[config.mk]
export PLATFORM = sky130hd
export DESIGN_NAME = fabric_config_loader
export DESIGN_NICKNAME = d
export VERILOG_FILES = /design/src/rtl/fabric_config_loader.sv
export SDC_FILE = /design/constraint.sdc
export NUM_CORES = 2
export LEC_CHECK = 0
export BUFFER_PORTS_ARGS = -buffer_cell sky130_fd_sc_hd__buf_2
export CORE_ASPECT_RATIO = 0.5
export CORE_MARGIN = 5
export CORE_UTILIZATION = 31
export DETAILED_ROUTE_END_ITERATION = 10
export PLACE_DENSITY_LB_ADDON = 0.2
export RECOVER_POWER = 50
export REMOVE_ABC_BUFFERS = 1
export SYNTH_ARGS = -nofsm -noshare
export SYNTH_HDL_FRONTEND = slang
export SYNTH_SLANG_ARGS = --single-unit
[constraint.sdc]
create_clock -name clock -period 108.5 [get_ports clock]
set_input_delay 16.275 -clock clock [delete_from_list [all_inputs] [get_ports clock]]
set_output_delay 16.275 -clock clock [all_outputs]
set_load 0.05 [all_outputs]
[src/rtl/fabric_config_loader.sv]
// Serial configuration loader: hunts a sync word, shifts in one full fabric image and commits it atomically.
// Optional CRC-8 check of the payload is enabled by defining CFG_CRC_EN.
module fabric_config_loader #(
  parameter int          N_LT      = 11,
  parameter int          LT_BITS   = 33,
  parameter int          N_SB      = 20,
  parameter int          SB_BITS   = 16,
  parameter logic [15:0] SYNC_WORD = 16'hA55A
) (
  input  logic                                  clock,
  input  logic                                  reset,
  input  logic                                  in_valid,
  input  logic                                  in_bit,
  input  logic                                  cfg_abort,
  output logic [N_LT*LT_BITS+N_SB*SB_BITS-1:0]  cfg_bits,
  output logic                                  cfg_busy,
  output logic                                  cfg_done,
  output logic                                  cfg_loaded,
  output logic                                  cfg_err
);

  localparam int CFG_W = N_LT*LT_BITS + N_SB*SB_BITS;
  localparam int CNT_W = $clog2(CFG_W);
  localparam logic [CNT_W-1:0] LAST_BIT = CNT_W'(CFG_W-1);

`ifdef CFG_CRC_EN
  typedef enum logic [1:0] {HUNT, LOAD, CHECK, COMMIT} state_t;
`else
  typedef enum logic [1:0] {HUNT, LOAD, COMMIT} state_t;
`endif

  state_t             state, state_d;
  logic [15:0]        window;
  logic [CFG_W-1:0]   shadow;
  logic [CNT_W-1:0]   cnt;

  logic win_shift, win_clr, load_start, load_shift, commit, discard;

`ifdef CFG_CRC_EN
  logic [7:0] crc, crc_rx;
  logic [2:0] crc_cnt;
  logic       chk_shift, crc_bad;

  // MSB-first CRC-8, polynomial 0x07
  function automatic logic [7:0] crc8_step(input logic [7:0] c, input logic b);
    logic fb;
    fb = c[7] ^ b;
    return {c[6:0], 1'b0} ^ (fb ? 8'h07 : 8'h00);
  endfunction
`endif

  always_ff @(posedge clock or posedge reset) begin
    if (reset) state <= HUNT;
    else       state <= state_d;
  end

  always_comb begin
    state_d    = state;
    win_shift  = 1'b0;
    win_clr    = 1'b0;
    load_start = 1'b0;
    load_shift = 1'b0;
    commit     = 1'b0;
    discard    = 1'b0;
`ifdef CFG_CRC_EN
    chk_shift  = 1'b0;
    crc_bad    = 1'b0;
`endif
    // Abort outranks everything, including a pending commit
    if (cfg_abort) begin
      state_d = HUNT;
      win_clr = 1'b1;
      discard = 1'b1;
    end else begin
      case (state)
        HUNT: begin
          if (in_valid) begin
            win_shift = 1'b1;
            if ({window[14:0], in_bit} == SYNC_WORD) begin
              state_d    = LOAD;
              load_start = 1'b1;
            end
          end
        end
        LOAD: begin
          if (in_valid) begin
            load_shift = 1'b1;
            if (cnt == LAST_BIT) begin
`ifdef CFG_CRC_EN
              state_d = CHECK;
`else
              state_d = COMMIT;
`endif
            end
          end
        end
`ifdef CFG_CRC_EN
        CHECK: begin
          if (in_valid) begin
            chk_shift = 1'b1;
            if (crc_cnt == 3'd7) begin
              if ({crc_rx[6:0], in_bit} == crc) begin
                state_d = COMMIT;
              end else begin
                state_d = HUNT;
                crc_bad = 1'b1;
                win_clr = 1'b1;
              end
            end
          end
        end
`endif
        COMMIT: begin
          commit  = 1'b1;
          state_d = HUNT;
          win_clr = 1'b1;
        end
        default: begin
          state_d = HUNT;
          win_clr = 1'b1;
        end
      endcase
    end
  end

  always_ff @(posedge clock or posedge reset) begin
    if (reset) begin
      window     <= '0;
      shadow     <= '0;
      cnt        <= '0;
      cfg_bits   <= '0;
      cfg_done   <= 1'b0;
      cfg_loaded <= 1'b0;
    end else begin
      cfg_done <= commit;
      if (win_clr)        window <= '0;
      else if (win_shift) window <= {window[14:0], in_bit};
      // First payload bit ends at the top of the shadow, last bit at bit 0
      if (discard)         shadow <= '0;
      else if (load_shift) shadow <= {shadow[CFG_W-2:0], in_bit};
      if (load_start)      cnt <= '0;
      else if (load_shift) cnt <= cnt + 1'b1;
      if (commit) begin
        cfg_bits   <= shadow;
        cfg_loaded <= 1'b1;
      end
    end
  end

`ifdef CFG_CRC_EN
  always_ff @(posedge clock or posedge reset) begin
    if (reset) begin
      crc     <= '0;
      crc_rx  <= '0;
      crc_cnt <= '0;
      cfg_err <= 1'b0;
    end else begin
      if (load_start) begin
        crc     <= '0;
        crc_rx  <= '0;
        crc_cnt <= '0;
      end else begin
        if (load_shift) crc <= crc8_step(crc, in_bit);
        if (chk_shift) begin
          crc_rx  <= {crc_rx[6:0], in_bit};
          crc_cnt <= crc_cnt + 3'd1;
        end
      end
      if (crc_bad)     cfg_err <= 1'b1;
      else if (commit) cfg_err <= 1'b0;
    end
  end

  assign cfg_busy = (state == LOAD) || (state == CHECK);
`else
  assign cfg_err  = 1'b0;
  assign cfg_busy = (state == LOAD);
`endif

endmodule
## Word level (Yosys, flattened, before mapping)

Cells that the tools add are included.

- Word-level logic and storage cells: 48
- Output and inout port bits: 687
- Flip-flop bits (word level): 1395

- Reductions and logical operators: 6
- Equal/unequal tests: 8
- Muxes and demuxes: 26
- Add/sub/neg operators: 1

Operator list:

| cell | count |
|---|---|
| 2-to-1 mux 683 bit | 2 |
| 2-to-1 mux 15 bit | 2 |
| 2-to-1 mux 10 bit | 2 |
| equality test 16 bit (second input constant) | 1 |
| 2-to-1 mux 1 bit | 14 |
| adder 10 x 1 -> 10 bit (second input constant) | 1 |
| equality test 10 bit (second input constant) | 1 |
| 2-to-1 mux 2 bit | 5 |
| inequality test 3 bit (second input constant) | 3 |
| nonzero test 2 bit | 3 |
| case mux 2 bit (2 select lines) | 1 |
| AND reduction 4 bit | 1 |
| inequality test 3 x 2 -> 1 bit (second input constant) | 1 |
| equality test 2 x 1 -> 1 bit (second input constant) | 1 |
| equality test 2 bit (second input constant) | 1 |
| logical NOT 2 bit | 1 |
| OR reduction 2 bit | 1 |

## Depth between registers and ports, before layout

- Word-level depth: 6
- Depth in mapped cells: 6
- Gate-level depth less buffers: 5

## Worst setup path after synthesis

No wires, ideal clock.

- Path kind: input -> register
- From: input cfg_abort
- To: register cfg_bits[10]
- Path buffers: 3
- Arrival time: 17.323 ns
- Setup time: 0.125 ns
- Required time: 108.375 ns
- Stages: 5
- Setup slack: 91.052 ns
- Path through: nor3b_1 buf_2 buf_2 buf_4 mux2_2

- Cells in the longest elaborated chain, start to end: 1

Ends and longest elaborated chain:

| item | line | source |
|---|---|---|
| start: declaration | 14 | `input logic cfg_abort,` |
| 2-to-1 mux 1 bit | 70 | `if (cfg_abort) begin` |
| end signal: assignment | 144 | `cfg_bits <= shadow;` |
| end: declaration | 15 | `output logic [N_LT*LT_BITS+N_SB*SB_BITS-1:0] cfg_bits,` |

Every way passes these cells.
A chain may end at the register's enable or synchronous reset.

==> impl_results.md <==
- RSZ-0062 raised after global routing: false
- Headroom to the max-slew limit: -482%
- Max clock buf depth: 4
- Fmax: 36.0 MHz
- Hold Vio Cnt, Final: 0
- YS warnings: 0
- Initial DRC Count: 1573
- Crit. End Element: asynchronous set/reset pin
- Number of global-route vias before repair: 30255
- Vias per cell: 4.83
- CTS tree: done
- Grt total ovfl: 0
- Layout Skew: 0.0508 ns
- Setup slack, reg-to-reg: 98.17 ns
- Cell count after synthesis: 3104
- Seq/Total Area, Yosys: 69.2%
- Core Region: 161000 sq um
- Setup Total Neg Slack: 0 ns
- Resized cells post-CTS: 0
- Die width: 580 microns
- Post-synth design cell area: 50400 sq um
- ANT nets after route: 0
- ANT cells: 0
- Path depth of the worst reg2reg path: 4
- Via count: 29029
- Port bufs: 690
- Setup ws final: 80.72 ns
- Crit path DAT: 26.40 ns
- Yosys reg bits: 1395
- Pwr dens: 17.1 nW/um^2
- Worst-path maximum fanout: 166
- Worst reg2reg startpoint: state[1]
- CTS root buf: clkbuf_16
- Status: complete, but fails checks
- Largest net degree at the start of global routing: 172
- Worst hold start: cfg_loaded
- Crit-path slowest cell: clkbuf_1
- Hold_buf cts: 0
- Die footprint: 171000 sq um
- Initial Util: 31.3%
- Clock sinks: 1395
- Synth unique cells: 33
- Maximum VDD drop: 0.00973 mV
- Htree depth: 4
- First-pass GRT wire length: 201 mm
- Final instance area: 59200 sq um
- Post-DP HPWL: 87.1 mm
- Dpl ws: 87.16 ns
- Die Ht: 295 microns
- Final Cycle Share: 25.6%
- Layout cells sized above 1: 22.5%
- CTS buffer count: 142
- Final Setup Violations: 0
- Area after DPL: 55700 sq um
- Crit-path max cell delay: 6.40 ns
- Total routed wirelength: 133 mm
- Critical Path, Cell by Cell: buf_2 > clkinvlp_2 > clkbuf_1
- 1st-pass router iterations: 4
- Syn avg cell area: 16.2 sq um
- MaxCap Viol Count: 12
- Clk slew on worst S/H paths: 0.06 ns
- GPL Wtd Cong: 0.762
- CP Class: input port to asynchronous set/reset pin
- IO Count: 692
- Initial antenna violation count: 0
- WL/cell: 22.1 microns
- Worst Hold Path Cells: 1
- Final #Nets: 3752
- Hold EP: cfg_loaded
- Req. time, crit path: 107.12 ns
- Failing checks: max-capacitance violations, max-slew violations
- Site Rows: 104
- Slew @ Worst Pin: 8.73 ns
- Worst hold path class: flip-flop to flip-flop
- Total track usage: 15.0%
- Postcts setup bufs: 0
- Syn-to-layout area delta: 17.4%
- Final Max Tran Viols: 1131
- # DRC: 0
- R2r endpoint: cfg_bits[494]
- Worst setup SP type: input port
- P_leak: 28.6 nW
- Post-layout min period: 27.78 ns
- Latest clock arrival within the worst-skew pair: 0.76 ns
power breakdown:
| group | total, mW | switching [mW] | internal (mW) | leakage, nW |
|---|---|---|---|---|
| sequential | 0.520 | 0.0000475 | 0.520 | 19.5 |
| combinational | 0.0157 | 0.0150 | 0.000725 | 6.91 |
| clock | 0.478 | 0.204 | 0.274 | 2.18 |
| total | 1.01 | 0.219 | 0.795 | 28.6 |
synth_stat cells:
cell	instances	share of area, %
a211o_1	1	0.017
a211oi_1	1	0.015
a21oi_1	1	0.0099
a21oi_4	1	0.032
a22o_1	683	12
and4_1	1	0.017
and4bb_1	1	0.025
buf_1	5	0.037
buf_2	89	0.88
buf_4	72	1.1
clkbuf_1	69	0.51
conb_1	1	0.0074
dfrtp_1	1395	69
ha_1	2	0.050
inv_1	3	0.022
mux2_1	65	1.5
mux2_2	618	14
nand2_1	39	0.29
nand3_1	3	0.030
nand4_1	2	0.025
nand4bb_1	2	0.045
nor2_1	13	0.097
nor2b_2	1	0.017
nor3_1	4	0.040
nor3b_1	1	0.015
nor4_1	3	0.037
nor4b_1	2	0.035
nor4bb_1	1	0.020
o21ai_0	15	0.15
o311a_1	1	0.020
or2_2	1	0.012
xnor2_1	6	0.10
xor2_1	2	0.035
worst max path at each step:
stage,startpoint,end,slack (ns),depth (start not counted)
after floorplan,cfg_abort,cfg_bits[0],37.63,2
after global placement,cfg_abort,cfg_bits[124],87.22,8
after detailed placement,cfg_abort,cfg_bits[473],87.16,8
after CTS,cfg_abort,cfg_bits[473],87.95,8
after global routing,reset,shadow[143],77.82,3
final,reset,cfg_bits[312],80.72,3
flip-flops by register name, indices dropped and copies added, names as in the netlist:
name	flops
cfg_loaded	1
cnt	10
shadow	683
window	15
cfg_bits	683
state	2
cfg_done	1
layout make-up:
class                   instances  area (sq um)
inverters                       3          12.5
clock buffers                 198          4060
clock inverters                40           389
multi-input cells            1471         14200
repair buffers                732          2890
fillers                     15532        102000
flip-flops and latches       1395         34900
well taps                    2173          2720
cells in the final DEF (no fill, tap or decap), types with 3 or more instances in the layout:
master / n
a22o_1: 683
nand2_1: 39
clkbuf_8: 21
nor3_1: 4
inv_6: 8
xnor2_1: 6
mux2_2: 618
mux2_1: 65
clkinv_2: 18
buf_2: 3
clkbuf_1: 730
clkbuf_16: 146
nor2_1: 13
bufinv_16: 5
o21ai_0: 15
clkinvlp_4: 6
nand3_1: 3
nor4_1: 3
dfrtp_1: 1395
buf_4: 28
per-layer routing:
layer / vias to the layer above / share of wire (%) / track usage [%]
li1: 12820 / - / -
met1: 15568 / 39 / 17.7
met2: 430 / 55 / 28.1
met3: 211 / 2.7 / 2.30
met4: 0 / 3.5 / 4.68
met5: - / 0 / 0
worst max-delay path: cells and delay by family:
family	cells	cell delay [ns]
buf+inv	3	9.83
cell families after synthesis:
| group | after synthesis | share of synthesized area, % |
|---|---|---|
| AND/OR/NAND/NOR | 74 | 0.705 |
| buffers and inverters | 238 | 2.53 |
| other | 1 | 0.00744 |
| AO/OA/AOI/OAI | 703 | 12.1 |
| flip-flops | 1395 | 69.2 |
| adder cells (fa/ha/maj) | 2 | 0.0496 |
| XOR/XNOR | 8 | 0.139 |
| multiplexers | 683 | 15.3 |
per-stage QoR:
stage	hold slack, ns	utilization, %	power, mW	std cells
global route	0.498	36.7	1.05	6012
floorplan	0.463	-	0.542	2869
detailed placement	0.447	34.6	0.547	5774
CTS	0.470	37.3	1.03	6012
global placement	0.461	34.6	0.546	5774
finish	0.474	36.7	1.01	6012
Power figures use the tool's default switching activity.
